### src/rtl/pipe_ctrl_if.sv
// Pipeline control bundle: hazard/redirect requests in, stall/flush/redirect
// and performance counters out. The controller uses the slave side.
interface pipe_ctrl_if #(
  parameter int ADDR_W = 32,
  parameter int NSTAGE = 5,
  parameter int CNT_W  = 32
);
  logic              jump_en_i;
  logic [ADDR_W-1:0] jump_addr_i;
  logic [NSTAGE-1:0] hold_req_i;
  logic              jump_en_o;
  logic [ADDR_W-1:0] jump_addr_o;
  logic [NSTAGE-1:0] stall_o;
  logic [NSTAGE-1:0] flush_o;
  logic              hold_flag_o;
  logic [CNT_W-1:0]  stall_cycles_o;
  logic [CNT_W-1:0]  flush_cycles_o;

  // No valid/ready pairs here: every request is level-sensitive and is
  // answered combinationally in the same cycle it is presented.
  modport master (
    output jump_en_i, jump_addr_i, hold_req_i,
    input  jump_en_o, jump_addr_o, stall_o, flush_o, hold_flag_o,
           stall_cycles_o, flush_cycles_o
  );

  modport slave (
    input  jump_en_i, jump_addr_i, hold_req_i,
    output jump_en_o, jump_addr_o, stall_o, flush_o, hold_flag_o,
           stall_cycles_o, flush_cycles_o
  );
endinterface

### src/rtl/pipe_ctrl.sv
// Pipeline hazard/redirect controller: decodes per-stage holds into stall and
// bubble vectors, defers blocked redirects, and flushes fetch after a redirect.
module pipe_ctrl #(
  parameter int ADDR_W     = 32,
  parameter int NSTAGE     = 5,
  parameter int JUMP_STAGE = 2,
  parameter int FETCH_LAT  = 1,
  parameter int CNT_W      = 32
) (
  input  logic        clk,
  input  logic        rst,
  pipe_ctrl_if.slave  bus
);

  localparam logic [2:0]        FL_INIT  = 3'(FETCH_LAT);
  localparam logic [NSTAGE-1:0] IFID_BIT = NSTAGE'(2);
  localparam logic [NSTAGE-1:0] PC_BIT   = NSTAGE'(1);

  logic              pend_vld_q, pend_vld_d;
  logic [ADDR_W-1:0] pend_addr_q, pend_addr_d;
  logic [2:0]        fl_cnt_q, fl_cnt_d;
  logic [CNT_W-1:0]  stall_cnt_q, stall_cnt_d;
  logic [CNT_W-1:0]  flush_cnt_q, flush_cnt_d;

  logic [NSTAGE-1:0] hold_stall, hold_flush, jump_mask;
  logic [NSTAGE-1:0] stall, flush;
  logic              above;
  logic              src_vld, blocked, taken;
  logic [ADDR_W-1:0] src_addr;

  // hold_stall[j] is set when any hold at or above j exists (j <= k);
  // the bubble goes into the register just above the highest hold.
  always_comb begin
    hold_stall = '0;
    hold_flush = '0;
    above      = 1'b0;
    for (int j = NSTAGE - 1; j >= 0; j--) begin
      above         = above | bus.hold_req_i[j];
      hold_stall[j] = above;
    end
    for (int j = 1; j < NSTAGE; j++) begin
      hold_flush[j] = bus.hold_req_i[j-1] & ~hold_stall[j];
    end
  end

  always_comb begin
    jump_mask = '0;
    for (int j = 1; j <= JUMP_STAGE; j++) begin
      jump_mask[j] = 1'b1;
    end
  end

  assign src_vld  = pend_vld_q | bus.jump_en_i;
  assign src_addr = pend_vld_q ? pend_addr_q : bus.jump_addr_i;
  assign blocked  = src_vld & (|bus.hold_req_i[NSTAGE-1:JUMP_STAGE]);
  assign taken    = src_vld & ~blocked;

  always_comb begin
    flush = hold_flush;
    if (taken)          flush = flush | jump_mask;
    if (fl_cnt_q != '0) flush = flush | IFID_BIT;
    stall = hold_stall;
    if (taken)          stall = stall & ~(jump_mask | PC_BIT);
    stall = stall & ~flush;
  end

  always_comb begin
    pend_vld_d  = pend_vld_q;
    pend_addr_d = pend_addr_q;
    fl_cnt_d    = fl_cnt_q;
    if (fl_cnt_q != '0) fl_cnt_d = fl_cnt_q - 3'd1;
    if (blocked) begin
      pend_vld_d  = 1'b1;
      pend_addr_d = src_addr;
    end
    if (taken) begin
      pend_vld_d = 1'b0;
      fl_cnt_d   = FL_INIT;
    end
    stall_cnt_d = stall_cnt_q;
    if (stall[0] && (stall_cnt_q != '1)) stall_cnt_d = stall_cnt_q + CNT_W'(1);
    flush_cnt_d = flush_cnt_q;
    if ((|flush) && (flush_cnt_q != '1)) flush_cnt_d = flush_cnt_q + CNT_W'(1);
  end

  always_ff @(posedge clk or posedge rst) begin
    if (rst) begin
      pend_vld_q  <= 1'b0;
      pend_addr_q <= '0;
      fl_cnt_q    <= '0;
      stall_cnt_q <= '0;
      flush_cnt_q <= '0;
    end else begin
      pend_vld_q  <= pend_vld_d;
      pend_addr_q <= pend_addr_d;
      fl_cnt_q    <= fl_cnt_d;
      stall_cnt_q <= stall_cnt_d;
      flush_cnt_q <= flush_cnt_d;
    end
  end

  assign bus.jump_en_o      = taken;
  assign bus.jump_addr_o    = taken ? src_addr : '0;
  assign bus.stall_o        = stall;
  assign bus.flush_o        = flush;
  assign bus.hold_flag_o    = (|stall) | (|flush);
  assign bus.stall_cycles_o = stall_cnt_q;
  assign bus.flush_cycles_o = flush_cnt_q;

endmodule

### src/flat_wrapper.sv
// flat-port wrapper written by rule: the top's interface ports become plain ports
module pipe_ctrl_flat 
#(
  parameter int ADDR_W     = 32,
  parameter int NSTAGE     = 5,
  parameter int JUMP_STAGE = 2,
  parameter int FETCH_LAT  = 1,
  parameter int CNT_W      = 32
)
  (clk, rst, bus_jump_en_i, bus_jump_addr_i, bus_hold_req_i, bus_jump_en_o, bus_jump_addr_o, bus_stall_o, bus_flush_o, bus_hold_flag_o, bus_stall_cycles_o, bus_flush_cycles_o);
  pipe_ctrl_if #(.ADDR_W(ADDR_W), .NSTAGE(NSTAGE), .CNT_W(CNT_W)) bus_i ();
  input  logic clk;
  input  logic rst;
  input wire logic [$bits(bus_i.jump_en_i)-1:0] bus_jump_en_i;
  input wire logic [$bits(bus_i.jump_addr_i)-1:0] bus_jump_addr_i;
  input wire logic [$bits(bus_i.hold_req_i)-1:0] bus_hold_req_i;
  output wire logic [$bits(bus_i.jump_en_o)-1:0] bus_jump_en_o;
  output wire logic [$bits(bus_i.jump_addr_o)-1:0] bus_jump_addr_o;
  output wire logic [$bits(bus_i.stall_o)-1:0] bus_stall_o;
  output wire logic [$bits(bus_i.flush_o)-1:0] bus_flush_o;
  output wire logic [$bits(bus_i.hold_flag_o)-1:0] bus_hold_flag_o;
  output wire logic [$bits(bus_i.stall_cycles_o)-1:0] bus_stall_cycles_o;
  output wire logic [$bits(bus_i.flush_cycles_o)-1:0] bus_flush_cycles_o;
  assign bus_i.jump_en_i = bus_jump_en_i;
  assign bus_i.jump_addr_i = bus_jump_addr_i;
  assign bus_i.hold_req_i = bus_hold_req_i;
  assign bus_jump_en_o = bus_i.jump_en_o;
  assign bus_jump_addr_o = bus_i.jump_addr_o;
  assign bus_stall_o = bus_i.stall_o;
  assign bus_flush_o = bus_i.flush_o;
  assign bus_hold_flag_o = bus_i.hold_flag_o;
  assign bus_stall_cycles_o = bus_i.stall_cycles_o;
  assign bus_flush_cycles_o = bus_i.flush_cycles_o;
  pipe_ctrl #(.ADDR_W(ADDR_W), .NSTAGE(NSTAGE), .JUMP_STAGE(JUMP_STAGE), .FETCH_LAT(FETCH_LAT), .CNT_W(CNT_W)) u_core (.clk(clk), .rst(rst), .bus(bus_i));
endmodule
### config.mk
export PLATFORM = sky130hd
export DESIGN_NAME = pipe_ctrl_flat
export DESIGN_NICKNAME = d
export VERILOG_FILES = /design/src/rtl/pipe_ctrl_if.sv /design/src/rtl/pipe_ctrl.sv /design/src/flat_wrapper.sv
export SDC_FILE = /design/constraint.sdc
export NUM_CORES = 1
export LEC_CHECK = 0
export CORE_MARGIN = 1
export CORE_UTILIZATION = 35
export CTS_CLUSTER_DIAMETER = 100
export DETAILED_ROUTE_END_ITERATION = 8
export HOLD_SLACK_MARGIN = 0.03
export PLACE_DENSITY_LB_ADDON = 0.2
export SYNTH_ARGS = -nofsm -noshare
export SYNTH_HDL_FRONTEND = slang
export SYNTH_SLANG_ARGS = --single-unit
### constraint.sdc
create_clock -name clk -period 5.68 [get_ports clk]
set_input_delay 1.136 -clock clk [delete_from_list [all_inputs] [get_ports clk]]
set_output_delay 1.136 -clock clk [all_outputs]
set_load 0.01 [all_outputs]
Word-level counts from Yosys, hierarchy flattened --
Index checks and enable logic that the tools add are counted.
Storage, ports and cells: output and inout bits 108, input bits 40, word-level logic and storage cells 46, register bits 100
Operators by class: eq/ne operators 2, add/subtract/negate cells 3, muxes and demuxes 9, reduce and logical (&&, ||, !) cells 8, bitwise gates (word level) 19
Operator list (count):
- adder 32 x 1 -> 32 bit (second input constant) | 2
- two-way mux 32 bit | 2
- != test 32 bit (second input constant) | 2
- two-way mux 3 bit | 4
- OR reduction 5 bit | 2
- AND 1 bit | 6
- OR 1 bit | 6
- AND 5 bit | 1
- NOT 1 bit | 5
- NOT 5 bit | 1
- nonzero test 2 bit | 2
- nonzero test 3 bit | 1
- OR reduction 3 bit | 1
- subtractor 3 x 1 -> 3 bit (second input constant) | 1
- logical AND 1 bit | 2
- two-way mux 1 bit | 2
- two-way mux 2 bit | 1

Logic depth before layout (Yosys ltp) --
depth after elaboration 11, gate-level depth with buffers 10, mapped depth without buffers 8

Worst setup path after synthesis --
OpenSTA, ideal clock, no wires.
path type input-to-output, from in bus_hold_req_i[3], to out bus_jump_addr_o[10], required time 4544 ps, path buffers 1, arrival 2154 ps, stages 4, path slack 2390 ps, path through nor3_1 -> o21ai_1 -> clkbuf_1 -> nor2_1
On the way: cells in the longest elaborated chain, start to end 5
RTL lines:
- start: declaration | RTL line flat_wrapper.sv:16 | input wire logic [$bits(bus_i.hold_req_i)-1:0] bus_hold_req_i;
- OR reduction 3 bit | RTL line pipe_ctrl.sv:55 | assign blocked = src_vld & (|bus.hold_req_i[NSTAGE-1:JUMP_STAGE]);
- AND 1 bit | RTL line pipe_ctrl.sv:55
- NOT 1 bit | RTL line pipe_ctrl.sv:56 | assign taken = src_vld & ~blocked;
- AND 1 bit | RTL line pipe_ctrl.sv:56
- two-way mux 32 bit | RTL line pipe_ctrl.sv:103 | assign bus.jump_addr_o = taken ? src_addr : '0;
- end: declaration | RTL line flat_wrapper.sv:18 | output wire logic [$bits(bus_i.jump_addr_o)-1:0] bus_jump_addr_o;
No other way between the ends.

Worst setup path after layout --
from in bus_hold_req_i[3], to out bus_jump_addr_o[7]
Same word-level chain as after synthesis.

==> qor.txt <==
Peak supply drop = 0.000176 V
Antenna violations before repair = 0
EDFF count, synth = 0
WHS Path Cells = 1
CTS tree = built
CTS HTree Levels = 3
RSZ-0062 raised after global routing = no
Worst Hold End = u_core.bus.stall_cycles_o[28]
Tcrit/Tclk final = 81.8%
Crit path time final = 4640 ps
Core area = 14,000 um^2
Asr flop ratio synth = 100%
Die ar. = 15,000 um^2
Mapped Cells = 471
GPL Wtd Cong = 0.805
Die Ht = 122 um
Clk_skew = 8.26 ps
Sequential area share after synthesis = 49.3%
Pre-CTS WS = 1040 ps
Avg WL per Cell = 15.4 um
Detailed Route WL = 12.3 mm
Worst setup SP type = input port
Most frequent CP cell = clkdlybuf4s50_1
Hold_sp = u_core.bus.stall_cycles_o[28]
Reg2reg path depth = 5
Synthesized area per cell = 10.8 um^2
Worst path slowest cell = clkdlybuf4s50_1
Fin Setup TNS = 0 ps
Critical path peak fanout = 22
Total number of vias = 3,987
Die X = 122 um
Vias/cell = 4.99
Crit-path max cell delay = 550 ps
Final Hold Viols = 0
Share of cells above drive strength 1 = 11.1%
# diodes = 0
Yosys cell types = 45
Worst-path cell chain = clkdlybuf4s50_1 -> nor3_1 -> o21ai_2 -> buf_4 -> nor2_1 -> clkdlybuf4s50_1
Detailed Routing Iterations Pass 1 = 4
Reg clk slew, reported paths = 60 ps
CTS Buf Count = 9
CP Capture Type = primary output
Hold Crit Class = flop to flop
Power Dens Cells = 307 nW/um^2
Clock Root Buffer = clkbuf_16
R2R Path End = u_core.bus.flush_cycles_o[3]
WP data required = 4540 ps
Fillers = 1,287
Clock latency on the worst-skew pair = 340 ps
Gr ovfl total = 0
Vias in the first global route = 3,863
Sink Count = 100
Flops & latches, synth = 100
Critical Path AT = 3510 ps
Worst slew pin tran = 1190 ps
Hold buffers post-CTS = 0
Slew margin rel. = 20.4%
Cell family with most CP delay = buffers and inverters
Max Fclk = 215 MHz
# resized after CTS = 0
Hold slack = 496 ps
RR Startpoint = u_core.pend_vld_q
First-pass GRT wire length = 19.4 mm
Final setup vio count = 0
Ys Warns = 0
Clk buf depth = 2
Nets = 660
Post-route ant nets = 0
Status = finished, final reports clean
Initial core utilization = 36.3%
Leak = 2.93 nW
Rows = 43
Synth Cell Area = 5070 um^2
GRT Total Usage = 16.7%
Port Buffer Count = 146
Largest net degree at the start of global routing = 78
Area Growth Syn to Fin = 38.6%
# IOs = 148
Mapped Nets = 515
Crit path kind = input port to primary output
Final WS setup = 1040 ps
Final HPWL DP = 8.90 mm
Residual DRC = 0
Top FF cell, synth = dfrtp_1
1st-iter DRT viols = 158
CP Buf/Inv Count = 3
# Max-Cap Violations = 0
Final Slew Violations = 0
Post-CTS Setup Bufs = 0
Reg2reg setup slack = 2510 ps
## kinds of logic after synthesis
kind of cell	count (synthesis)	share of synthesized area [%]
xor+xnor	60	10.4
buf+inv	28	2.22
fa+ha+maj	4	0.987
simple gates	194	20.2
compound gates	17	2.79
mux	67	14.1
other cells	1	0.0739
flops	100	49.3
## cells in the mapped netlist, drive strengths merged, types with 2 or more instances
| cell | n | area share, % |
|---|---|---|
| and3 | 12 | 1.5 |
| o31ai | 2 | 0.57 |
| mux2 | 35 | 7.8 |
| ha | 4 | 0.99 |
| nor4 | 7 | 0.86 |
| xor2 | 25 | 4.3 |
| o21ai | 4 | 0.39 |
| nand2b | 6 | 0.74 |
| nor2 | 53 | 3.9 |
| nand3 | 25 | 2.5 |
| inv | 11 | 0.81 |
| nand2 | 24 | 1.8 |
| nand4 | 28 | 3.5 |
| buf | 5 | 0.52 |
| or2 | 2 | 0.25 |
| mux2i | 32 | 6.3 |
| and4 | 7 | 1.2 |
| nor2b | 2 | 0.25 |
| xnor2 | 35 | 6.0 |
| or4 | 2 | 0.37 |
| dfrtp | 100 | 49 |
| or3 | 2 | 0.25 |
| nor3 | 18 | 2.2 |
| a21oi | 4 | 0.39 |
| clkbuf | 11 | 0.81 |
| and2 | 3 | 0.37 |
## where the power goes
part,internal (mW),switching [mW],total (mW)
clock,0.360,0.251,0.611
combinational,0.326,0.246,0.572
sequential,0.845,0.130,0.975
total,1.53,0.627,2.16
## metrics by stage
step / instance area (um^2) / total power [mW] / utilization, % / instances
2_1_floorplan: 5070 / 1.30 / - / 471
3_3_place_gp: 6740 / 1.55 / 48.2 / 785
3_5_place_dp: 6740 / 1.57 / 48.2 / 785
4_1_cts: 7030 / 2.19 / 50.3 / 799
5_1_grt: 7030 / 2.29 / 50.3 / 799
6_report: 7030 / 2.16 / 50.3 / 799
## state kept, by name, summed over array words and instances, names as in the netlist
| signal | flops |
|---|---|
| u_core.pend_addr_q | 32 |
| u_core.bus.flush_cycles_o | 32 |
| u_core.fl_cnt_q | 3 |
| u_core.bus.stall_cycles_o | 32 |
| u_core.pend_vld_q | 1 |
## worst max-delay path by stage
| stage | start | endpoint | slack [ps] | cells past startpoint |
|---|---|---|---|---|
| after floorplan | rst | u_core.bus.flush_cycles_o[0] | 1930 | 1 |
| after global placement | bus_hold_req_i[2] | bus_jump_addr_o[8] | 1090 | 6 |
| after detailed placement | bus_hold_req_i[4] | bus_jump_addr_o[7] | 1040 | 6 |
| after CTS | bus_hold_req_i[3] | bus_jump_addr_o[7] | 1040 | 6 |
| after global routing | bus_hold_req_i[4] | bus_jump_addr_o[8] | 850 | 6 |
| final | bus_hold_req_i[3] | bus_jump_addr_o[7] | 1040 | 6 |
## cell type report
cell class	count	area, um^2	area share (%)
multi-input cells	343	2470	35.2
flip-flops and latches	100	2500	35.6
clock inverters	2	35.0	0.498
inverters	12	47.5	0.676
well taps	180	225	3.20
repair buffers	150	1490	21.2
clock buffers	12	256	3.65
## placed cells by master (no fill, tap or decap), types with 2 or more instances in the layout
cell,synthesis,layout
a21oi_1,4,4
and2_1,3,3
and3_1,12,12
and4_1,6,6
buf_4,1,4
clkbuf_16,0,9
clkbuf_8,0,2
clkdlybuf4s50_1,0,146
dfrtp_1,100,99
ha_1,4,4
inv_1,11,10
mux2_2,35,35
mux2i_1,32,32
nand2_1,24,24
nand2b_1,6,6
nand3_1,25,25
nand4_1,28,28
nor2_1,53,53
nor2b_1,2,2
nor3_1,14,14
nor3_2,4,4
nor4_1,7,7
o21ai_0,3,3
or2_2,2,2
or3_1,2,2
xnor2_1,35,35
xor2_1,25,25
## metal layers
metal | part of all wire (%) | up-vias | wire length [um] | track usage [%]
met5 | 0 | - | 0 | 0
met4 | 1.0 | 0 | 126 | 5.26
met3 | 5.1 | 11 | 622 | 3.95
met2 | 45 | 103 | 5570 | 25.7
met1 | 48 | 1923 | 5950 | 23.0
li1 | - | 1950 | - | -
Note: power is estimated with default switching activity, not from simulation.
